===== config.mk =====
export PLATFORM = sky130hd
export DESIGN_NAME = alu_decode_stage
export DESIGN_NICKNAME = d
export VERILOG_FILES = /design/src/rtl/control_signals.sv /design/src/rtl/imm_gen.sv /design/src/rtl/alu_decode_stage.sv
export SDC_FILE = /design/constraint.sdc
export NUM_CORES = 1
export LEC_CHECK = 0
export CAP_MARGIN = 20
export CELL_PAD_IN_SITES_DETAIL_PLACEMENT = 0
export CELL_PAD_IN_SITES_GLOBAL_PLACEMENT = 1
export CORE_AREA = 2 2 127 129
export CTS_CLUSTER_SIZE = 30
export DETAILED_ROUTE_END_ITERATION = 10
export DIE_AREA = 0 0 129 131
export GPL_ROUTABILITY_DRIVEN = 0
export PLACE_DENSITY = 0.76
export SYNTH_ARGS = -nofsm -noshare
export SYNTH_HDL_FRONTEND = slang
export SYNTH_SLANG_ARGS = --single-unit

===== constraint.sdc =====
create_clock -name clk -period 1.4 [get_ports clk]
set_clock_uncertainty 0.2 [all_clocks]
set_input_delay 0.28 -clock clk [delete_from_list [all_inputs] [get_ports clk]]
set_output_delay 0.28 -clock clk [all_outputs]
set_load 0.01 [all_outputs]

===== src/rtl/control_signals.sv =====
// Shared decode definitions: RV32I opcodes, ALU control ops, immediate kinds and decoded payload.
package control_signals;

   localparam int unsigned DATA_W   = 32;
   localparam int unsigned OPC_W    = 7;
   localparam int unsigned ALU_OP_W = 4;
   localparam int unsigned REG_W    = 5;

   localparam logic [OPC_W-1:0] OPC_OP     = 7'b0110011;
   localparam logic [OPC_W-1:0] OPC_OP_IMM = 7'b0010011;
   localparam logic [OPC_W-1:0] OPC_LUI    = 7'b0110111;
   localparam logic [OPC_W-1:0] OPC_AUIPC  = 7'b0010111;
   localparam logic [OPC_W-1:0] OPC_JAL    = 7'b1101111;
   localparam logic [OPC_W-1:0] OPC_JALR   = 7'b1100111;
   localparam logic [OPC_W-1:0] OPC_LOAD   = 7'b0000011;
   localparam logic [OPC_W-1:0] OPC_STORE  = 7'b0100011;
   localparam logic [OPC_W-1:0] OPC_BRANCH = 7'b1100011;

   typedef enum logic [ALU_OP_W-1:0] {
      ALU_ADD      = 4'd0,
      ALU_SUB      = 4'd1,
      ALU_SHIFT_LL = 4'd2,
      ALU_SLT      = 4'd3,
      ALU_SLTU     = 4'd4,
      ALU_XOR      = 4'd5,
      ALU_SHIFT_RL = 4'd6,
      ALU_SHIFT_RA = 4'd7,
      ALU_OR       = 4'd8,
      ALU_AND      = 4'd9,
      ALU_PASS_B   = 4'd10,
      ALU_PC_INC   = 4'd11
   } alu_cntrl_t;

   typedef enum logic [1:0] {IMM_I, IMM_S, IMM_U, IMM_NONE} ImmType;

   typedef struct packed {
      logic [ALU_OP_W-1:0] alu_op;
      logic [DATA_W-1:0]   op_a;
      logic [DATA_W-1:0]   op_b;
      logic [REG_W-1:0]    rd;
      logic                wb_en;
   } dec_t;

   // funct3 plus the alternate bit (instr[30]) to the register/immediate arithmetic op
   function automatic alu_cntrl_t arith_op(input logic [2:0] funct3, input logic alt);
      alu_cntrl_t op;
      case (funct3)
         3'b000:  op = alt ? ALU_SUB : ALU_ADD;
         3'b001:  op = ALU_SHIFT_LL;
         3'b010:  op = ALU_SLT;
         3'b011:  op = ALU_SLTU;
         3'b100:  op = ALU_XOR;
         3'b101:  op = alt ? ALU_SHIFT_RA : ALU_SHIFT_RL;
         3'b110:  op = ALU_OR;
         default: op = ALU_AND;
      endcase
      return op;
   endfunction

endpackage


===== src/rtl/imm_gen.sv =====
// Combinational RV32I immediate builder; all immediates sign-extend from instr[31].
module imm_gen
   import control_signals::*;
(
   input  logic [DATA_W-1:0] instr,
   input  ImmType            imm_type,
   output logic [DATA_W-1:0] imm_c
);

   always_comb begin
      imm_c = '0;
      case (imm_type)
         IMM_I:   imm_c = {{20{instr[31]}}, instr[31:20]};
         IMM_S:   imm_c = {{20{instr[31]}}, instr[31:25], instr[11:7]};
         IMM_U:   imm_c = {instr[31:12], 12'b0};
         default: imm_c = '0;
      endcase
   end

endmodule


===== src/rtl/alu_decode_stage.sv =====
// Registered RV32I decode stage producing alu_op and both ALU operands behind a valid/ready register.
// Optional ALU_DECODE_ILLEGAL_EN adds the illegal flag and a saturating illegal-instruction counter.
module alu_decode_stage
   import control_signals::*;
#(
   parameter int unsigned XLEN   = 32,
   parameter alu_cntrl_t  RST_OP = ALU_ADD
) (
   input  logic                clk,
   input  logic                rst_n,
   input  logic                in_valid,
   output logic                in_ready,
   input  logic [XLEN-1:0]     instr,
   input  logic [XLEN-1:0]     pc,
   input  logic [XLEN-1:0]     rs1_data,
   input  logic [XLEN-1:0]     rs2_data,
   output logic                out_valid,
   input  logic                out_ready,
   output logic [ALU_OP_W-1:0] alu_op,
   output logic [XLEN-1:0]     op_a,
   output logic [XLEN-1:0]     op_b,
   output logic [REG_W-1:0]    rd,
   output logic                wb_en
`ifdef ALU_DECODE_ILLEGAL_EN
   ,
   output logic                illegal,
   output logic [15:0]         illegal_cnt
`endif
);

   localparam int unsigned CNT_W = 16;

   logic [OPC_W-1:0] opcode;
   logic [2:0]       funct3;
   logic [6:0]       funct7;
   logic [REG_W-1:0] rd_f;
   logic             is_shift;
   ImmType           imm_type;
   logic [XLEN-1:0]  imm;
   dec_t             dec;
   logic             bad;
   logic             in_fire;
   logic             out_fire;

   assign opcode   = instr[6:0];
   assign funct3   = instr[14:12];
   assign funct7   = instr[31:25];
   assign rd_f     = instr[11:7];
   assign is_shift = (funct3 == 3'b001) || (funct3 == 3'b101);

   assign in_ready = !out_valid || out_ready;
   assign in_fire  = in_valid && in_ready;
   assign out_fire = out_valid && out_ready;

   // Immediate kind depends on opcode only
   always_comb begin
      imm_type = IMM_NONE;
      case (opcode)
         OPC_OP_IMM, OPC_LOAD: imm_type = IMM_I;
         OPC_STORE:            imm_type = IMM_S;
         OPC_LUI, OPC_AUIPC:   imm_type = IMM_U;
         default:              imm_type = IMM_NONE;
      endcase
   end

   imm_gen u_imm_gen (
      .instr    (instr),
      .imm_type (imm_type),
      .imm_c    (imm)
   );

   always_comb begin
      dec        = '0;
      dec.alu_op = RST_OP;
      bad        = 1'b0;
      case (opcode)
         OPC_OP: begin
            bad = !((funct7 == 7'b0000000) ||
                    ((funct7 == 7'b0100000) && ((funct3 == 3'b000) || (funct3 == 3'b101))));
            dec.alu_op = arith_op(funct3, funct7[5]);
            dec.op_a   = rs1_data;
            dec.op_b   = rs2_data;
            dec.rd     = rd_f;
            dec.wb_en  = 1'b1;
         end
         OPC_OP_IMM: begin
            // SUB has no immediate form; instr[30] only matters for the right shift
            bad = ((funct3 == 3'b001) && (funct7 != 7'b0000000)) ||
                  ((funct3 == 3'b101) && (funct7 != 7'b0000000) && (funct7 != 7'b0100000));
            dec.alu_op = arith_op(funct3, (funct3 == 3'b101) && funct7[5]);
            dec.op_a   = rs1_data;
            dec.op_b   = is_shift ? XLEN'(imm[4:0]) : imm;
            dec.rd     = rd_f;
            dec.wb_en  = 1'b1;
         end
         OPC_LUI: begin
            dec.alu_op = ALU_PASS_B;
            dec.op_b   = imm;
            dec.rd     = rd_f;
            dec.wb_en  = 1'b1;
         end
         OPC_AUIPC: begin
            dec.alu_op = ALU_ADD;
            dec.op_a   = pc;
            dec.op_b   = imm;
            dec.rd     = rd_f;
            dec.wb_en  = 1'b1;
         end
         OPC_JAL, OPC_JALR: begin
            dec.alu_op = ALU_PC_INC;
            dec.op_a   = pc;
            dec.rd     = rd_f;
            dec.wb_en  = 1'b1;
         end
         OPC_LOAD: begin
            dec.alu_op = ALU_ADD;
            dec.op_a   = rs1_data;
            dec.op_b   = imm;
            dec.rd     = rd_f;
            dec.wb_en  = 1'b1;
         end
         OPC_STORE: begin
            dec.alu_op = ALU_ADD;
            dec.op_a   = rs1_data;
            dec.op_b   = imm;
         end
         OPC_BRANCH: begin
            dec.alu_op = ALU_SUB;
            dec.op_a   = rs1_data;
            dec.op_b   = rs2_data;
         end
         default: bad = 1'b1;
      endcase
      if (bad) begin
         dec        = '0;
         dec.alu_op = RST_OP;
      end
      if (dec.rd == '0) dec.wb_en = 1'b0;
   end

   // Output register: a new entry replaces the old one when both transfers coincide
   always_ff @(posedge clk or negedge rst_n) begin
      if (!rst_n) begin
         out_valid <= 1'b0;
         alu_op    <= RST_OP;
         op_a      <= '0;
         op_b      <= '0;
         rd        <= '0;
         wb_en     <= 1'b0;
      end else if (in_fire) begin
         out_valid <= 1'b1;
         alu_op    <= dec.alu_op;
         op_a      <= dec.op_a;
         op_b      <= dec.op_b;
         rd        <= dec.rd;
         wb_en     <= dec.wb_en;
      end else if (out_fire) begin
         out_valid <= 1'b0;
      end
   end

`ifdef ALU_DECODE_ILLEGAL_EN
   always_ff @(posedge clk or negedge rst_n) begin
      if (!rst_n) begin
         illegal     <= 1'b0;
         illegal_cnt <= '0;
      end else if (in_fire) begin
         illegal <= bad;
         if (bad && (illegal_cnt != {CNT_W{1'b1}})) illegal_cnt <= illegal_cnt + CNT_W'(1);
      end
   end
`endif

endmodule


## Yosys cells after proc, flatten, opt, wreduce, memory -nomap -nowiden

Index checks and enable logic that the tools add are counted.

- Register bits: 75
- Logic and storage cells: 72

- Equal/unequal tests: 19
- Multiplexer cells: 18
- Reductions and logical operators: 29

Operators by type and width:

| cell | count |
|---|---|
| $pmux 32 s3 | 2 |
| $mux 74 | 1 |
| $pmux 32 s2 | 1 |
| $pmux 4 s7 | 2 |
| $mux 32 | 1 |
| $eq 7x6->1 const B | 4 |
| $eq 7x7->1 const B | 3 |
| $pmux 4 s5 | 1 |
| $eq 7x5->1 const B | 2 |
| $reduce_or 7->1 | 2 |
| $eq 3x3->1 const B | 3 |
| $reduce_or 2->1 | 4 |
| $eq 7x2->1 const B | 1 |
| $logic_and 1x1->1 | 7 |
| $logic_not 7->1 | 1 |
| $mux 1 | 7 |
| $ne 7x6->1 const B | 1 |
| $reduce_bool 7->1 | 1 |
| $eq 3x2->1 const B | 2 |
| $mux 6 | 1 |
| $pmux 2 s3 | 1 |
| $logic_not 5->1 | 1 |
| $logic_or 1x1->1 | 5 |
| $reduce_or 5->1 | 1 |
| other kinds (10) | 11 |

## Longest topological paths before layout

- Depth after elaboration: 10
- Gate-level depth with buffers: 7

## Hierarchy

A second synthesis with hierarchy kept.

- Cells, all modules: 425
- Area, all modules: 4012.6 µm²

Modules (own cells, without submodules):

| module | times used | cells each | area an instance (µm²) | sequential area each (µm²) |
|---|---|---|---|---|
| alu_decode_stage | 1 | 376 | 3651.0 | 1876.8 |
| imm_gen | 1 | 49 | 361.6 | 0.0 |

## Worst setup path after synthesis

Ideal clock, no wire load.

- Path type: input to register
- From: input port instr[4]
- To: register op_a[2]
- Library setup time: 0.083 ns
- Data arrival time: 1.601 ns
- Required time: 1.117 ns
- Setup slack: -0.483 ns
- Stages on the path: 7
- Cells stage by stage: buf_2 > nand2b_4 > or4_1 > o41ai_2 > buf_2 > a22oi_1 > o21ai_0

- Longest elaborated chain between the ends: 4
- Elaborated cells between the ends (all ways): 15
- Classes of those cells: eq/ne: 9; mux: 3; reduce/logical: 3

RTL lines:

| element | line | text |
|---|---|---|
| start: declaration | alu_decode_stage.sv:13 | `input logic [XLEN-1:0] instr,` |
| $eq 7x7->1, or another cell as far along | alu_decode_stage.sv:76 | `case (opcode)` |
| $reduce_or 7->1 (no line), or another cell as far along | - |  |
| $pmux 1 s3 / $pmux 32 s2 (equally long branches) | alu_decode_stage.sv:76 |  |
| $mux 74 (*) | alu_decode_stage.sv:134 | `if (bad) begin` |
| end signal: assignment | alu_decode_stage.sv:153 | `op_a <= dec.op_a;` |
| end: declaration | alu_decode_stage.sv:20 | `output logic [XLEN-1:0] op_a,` |

Mark *: on every way between the ends. The rest lies on a longest branch, timed or not.
A chain may end at the register's enable or synchronous reset.

## Worst setup path in the final report

- From: register out_valid
- To: register op_a[23]

- Longest elaborated chain between the ends: 3

RTL lines:

| element | line | text |
|---|---|---|
| start: declaration | alu_decode_stage.sv:17 | `output logic out_valid,` |
| start signal: assignment | alu_decode_stage.sv:144 | `out_valid <= 1'b0;` |
| start signal: assignment | alu_decode_stage.sv:151 | `out_valid <= 1'b1;` |
| start signal: assignment | alu_decode_stage.sv:158 | `out_valid <= 1'b0;` |
| $logic_not 1->1 | alu_decode_stage.sv:51 | `assign in_ready = !out_valid \|\| out_ready;` |
| $logic_or 1x1->1 | alu_decode_stage.sv:51 |  |
| $logic_and 1x1->1 | alu_decode_stage.sv:52 | `assign in_fire = in_valid && in_ready;` |

No other way between the ends.

==> flow_metrics.tcl <==
set metrics [dict create \
    status "complete, but fails checks" \
    violations "setup timing" \
    drt-vias-per-instance 4.79 \
    switching_share_pct 23.2 \
    synthXorXnorAreaFrac_pct 0.230 \
    period_share_pct 127 \
    crit_path_start_kind "register" \
    vdd_drop_max_uv 479 \
    dieHeight_um 131 \
    grt_util_all_layers_pct 18.7 \
    synth_flop_cell "dfrtp_1" \
    fp.dieArea_um2 16900 \
    layout-drive-gt1-share_pct 44.0 \
    worst-setup-path-type "reg2reg" \
    cap_violations 0 \
    synth_cell_types 45 \
    ys_seq_area_share_pct 49.2 \
    power.share.clock_pct 44.7 \
    synth_edf_count 0 \
    slew_headroom_pct 73.4 \
    grt_max_degree 76 \
    grt_pass1_wl_um 24100 \
    core-area_um2 15600 \
    numClockSinks 75 \
    drtAntennaViolNets 0 \
    syn_nets 537 \
    fmax_mhz 564 \
    grt_overflow 0 \
    initialDrtViolationCount 184 \
    path_clk_slew_ns 0.06 \
    worstPathRequired_ns 1.47 \
    hp-class "in2reg" \
    power.leakage_uw 0.00338 \
    synthTopCellsByCount "dfrtp_1, nand2_1, o21ai_0" \
    arrival_ns 1.84 \
    cts.path.max_buffers 2 \
    post-place-ws_ns -1.12 \
    netlist.area_leader.share_pct 49.2 \
    setup_tns_ns -22.80 \
    synth_area_leaders "dfrtp_1, a22oi_1, o21ai_0" \
    initial_utilization_pct 24.5 \
    internal-power_uw 4430 \
    avgSynthCellArea_um2 9.42 \
    drc 0 \
    rsz0062_at_grt "true" \
    dr.pass1.iters 4 \
    final_core_util_pct 49.4 \
    setup.worst_path.end_class "register" \
    grt_antenna_before_repair 1 \
    grt_pass1_vias 4534 \
    final.fill_count 1459 \
    cts_made_buffers 9 \
    tightest_slew_ns 0.389 \
    netlist_area_um2 3810 \
    layout_min_cycle_time_ns 1.77 \
    setup_viol 76 \
    switchingPower_uw 1340 \
    cellPowerDensity_nw_per_um2 748 \
    yosys.area_share.simple_pct 12.8 \
    yosysWarnings 0 \
    layout.nets 824 \
    avgRoutedWirePerCell_um 18.0 \
    p_seq_share_pct 38.0 \
    wl_um 16400 \
    synth-seq-cells 75 \
    dpl.hpwl_um 10800 \
    rows 46 \
    placed_area_um2 6710 \
    final_cell_area_um2 7700 \
    synth.most_common_cell "dfrtp_1" \
    synth_top_family_by_area "compound AO/OA/AOI/OAI gates" \
    die_w_um 129 \
    portBuffers 207 \
    synthMuxAreaShare_pct 0.262 \
    comb_power_share_pct 17.3 \
    clkLatencyLatePin_ns 0.34 \
    crit_fanout 5 \
    root_buffer "clkbuf_16" \
    yosysTopAreaCell "dfrtp_1" \
    final_hold_viol_count 0 \
    htreeDepth 3 \
    syn_to_final_growth_pct 102 \
    report.final.slew_viol_count 0 \
    vias 4382 \
    async_flop_share_pct 100 \
    syn-instance-count 405 \
    synth_fa_ha_area_share_pct 0 \
    synth_compound_area_share_pct 32.4 \
    cts_tree "built" \
    worst_slack_ns -0.372 \
    ioPinCount 208 \
]
power by group through the flow:
stage	Sequential, uW	Clock, uW	Combinational (uW)
3_3_place_gp	2230	0	853
2_1_floorplan	2230	0	207
4_1_cts	2190	2640	941
5_1_grt	2190	2740	1060
6_report	2190	2580	997
3_5_place_dp	2230	0	860
cells by family (layout without fill, tap and decap cells):
kind of cell	Yosys count	after routing
compound gates	183	183
xor+xnor	1	1
buf+inv	41	333
flops	75	75
mux	1	1
other cells	0	1
simple gates	104	104
final timing paths:
| kind | cells past startpoint | start | endpoint | slack (ns) |
|---|---|---|---|---|
| worst max-delay path | 8 | out_valid$_DFFE_PN0P_ | op_a[23]$_DFFE_PN0P_ | -0.37 |
| min in group asynchronous | 3 | rst_n | op_b[16]$_DFFE_PN0P_ | 0.30 |
| worst min register to register | 2 | op_a[11]$_DFFE_PN0P_ | op_a[11]$_DFFE_PN0P_ | 0.27 |
| worst max register to register | 8 | out_valid$_DFFE_PN0P_ | op_a[23]$_DFFE_PN0P_ | -0.37 |
| worst min-delay path | 4 | instr[27] | op_b[7]$_DFFE_PN0P_ | 0.13 |
| max in group asynchronous | 3 | rst_n | op_a[25]$_DFFE_PN0P_ | 0.37 |
registers in the layout, summed over array words and instances, names as in the netlist:
signal,flops
alu_op,4
out_valid,1
rd,5
wb_en,1
op_a,32
op_b,32
cells in the final DEF, fill, tap and decap left out, types with 2 or more instances in the layout:
cell,Yosys,final
a21oi_1,27,25
a21oi_2,0,2
a22o_1,13,13
a22oi_1,39,33
a22oi_2,0,6
a2bb2oi_2,0,18
buf_12,0,17
buf_16,0,8
buf_2,14,79
buf_4,2,59
buf_6,2,22
buf_8,0,2
bufinv_16,0,2
clkbuf_16,0,11
clkbuf_2,1,2
clkbuf_8,0,2
clkdlybuf4s50_1,0,112
dfrtp_1,75,75
dlygate4sd2_1,0,5
inv_1,5,4
nand2_1,71,70
nand2b_1,5,3
nand2b_4,1,3
nand4_1,2,2
nor2_1,6,5
nor2b_1,3,2
nor3_1,3,2
nor3_4,1,2
nor4_4,0,2
o21ai_0,54,5
o21ai_1,9,18
o21ai_2,9,47
o21ai_4,0,2
metal layers:
| metal | global-route usage [%] | up-vias | part of all wire (%) |
|---|---|---|---|
| li1 | - | 2075 | - |
| met1 | 22.7 | 2159 | 41 |
| met2 | 32.6 | 124 | 52 |
| met3 | 3.50 | 24 | 4.6 |
| met4 | 7.93 | 0 | 2.4 |
| met5 | 0 | - | 0 |
cell type report:
| type | count | area (um^2) | area share (%) |
|---|---|---|---|
| tap | 216 | 270 | 3.51 |
| clock inverter | 4 | 72.6 | 0.942 |
| sequential | 75 | 1880 | 24.4 |
| antenna | 1 | 2.50 | 0.0325 |
| clock buffer | 12 | 256 | 3.33 |
| inverter | 5 | 18.8 | 0.244 |
| timing repair buffer | 312 | 2970 | 38.5 |
| multi-input combinational | 289 | 2240 | 29.0 |
through the flow:
step	hold WS [ns]	total power (uW)	std cells
5_1_grt	0.137	5990	914
3_5_place_dp	0.134	3090	858
2_1_floorplan	-0.216	2440	405
6_report	0.129	5760	914
4_1_cts	0.192	5770	905
3_3_place_gp	0.130	3080	858
worst max-delay path, stage by stage, from the launching register on:
cell and delay, ns:
dfrtp_1 0.42, nand2b_4 0.10, buf_4 0.11, o311ai_2 0.09
o21ai_2 0.10, buf_4 0.15, nand3_4 0.10, bufbuf_16 0.29
o21ai_4 0.14
timing repair:
action,in CTS,in global routing
setup buffers,21,7
hold buffers,1,0
hold endpoints to repair,75,0
pin swaps,35,30
gates resized for setup,440,62
endpoints found under the setup margin,150,76
cloned,9,2
Power figures use the tool's default switching activity.
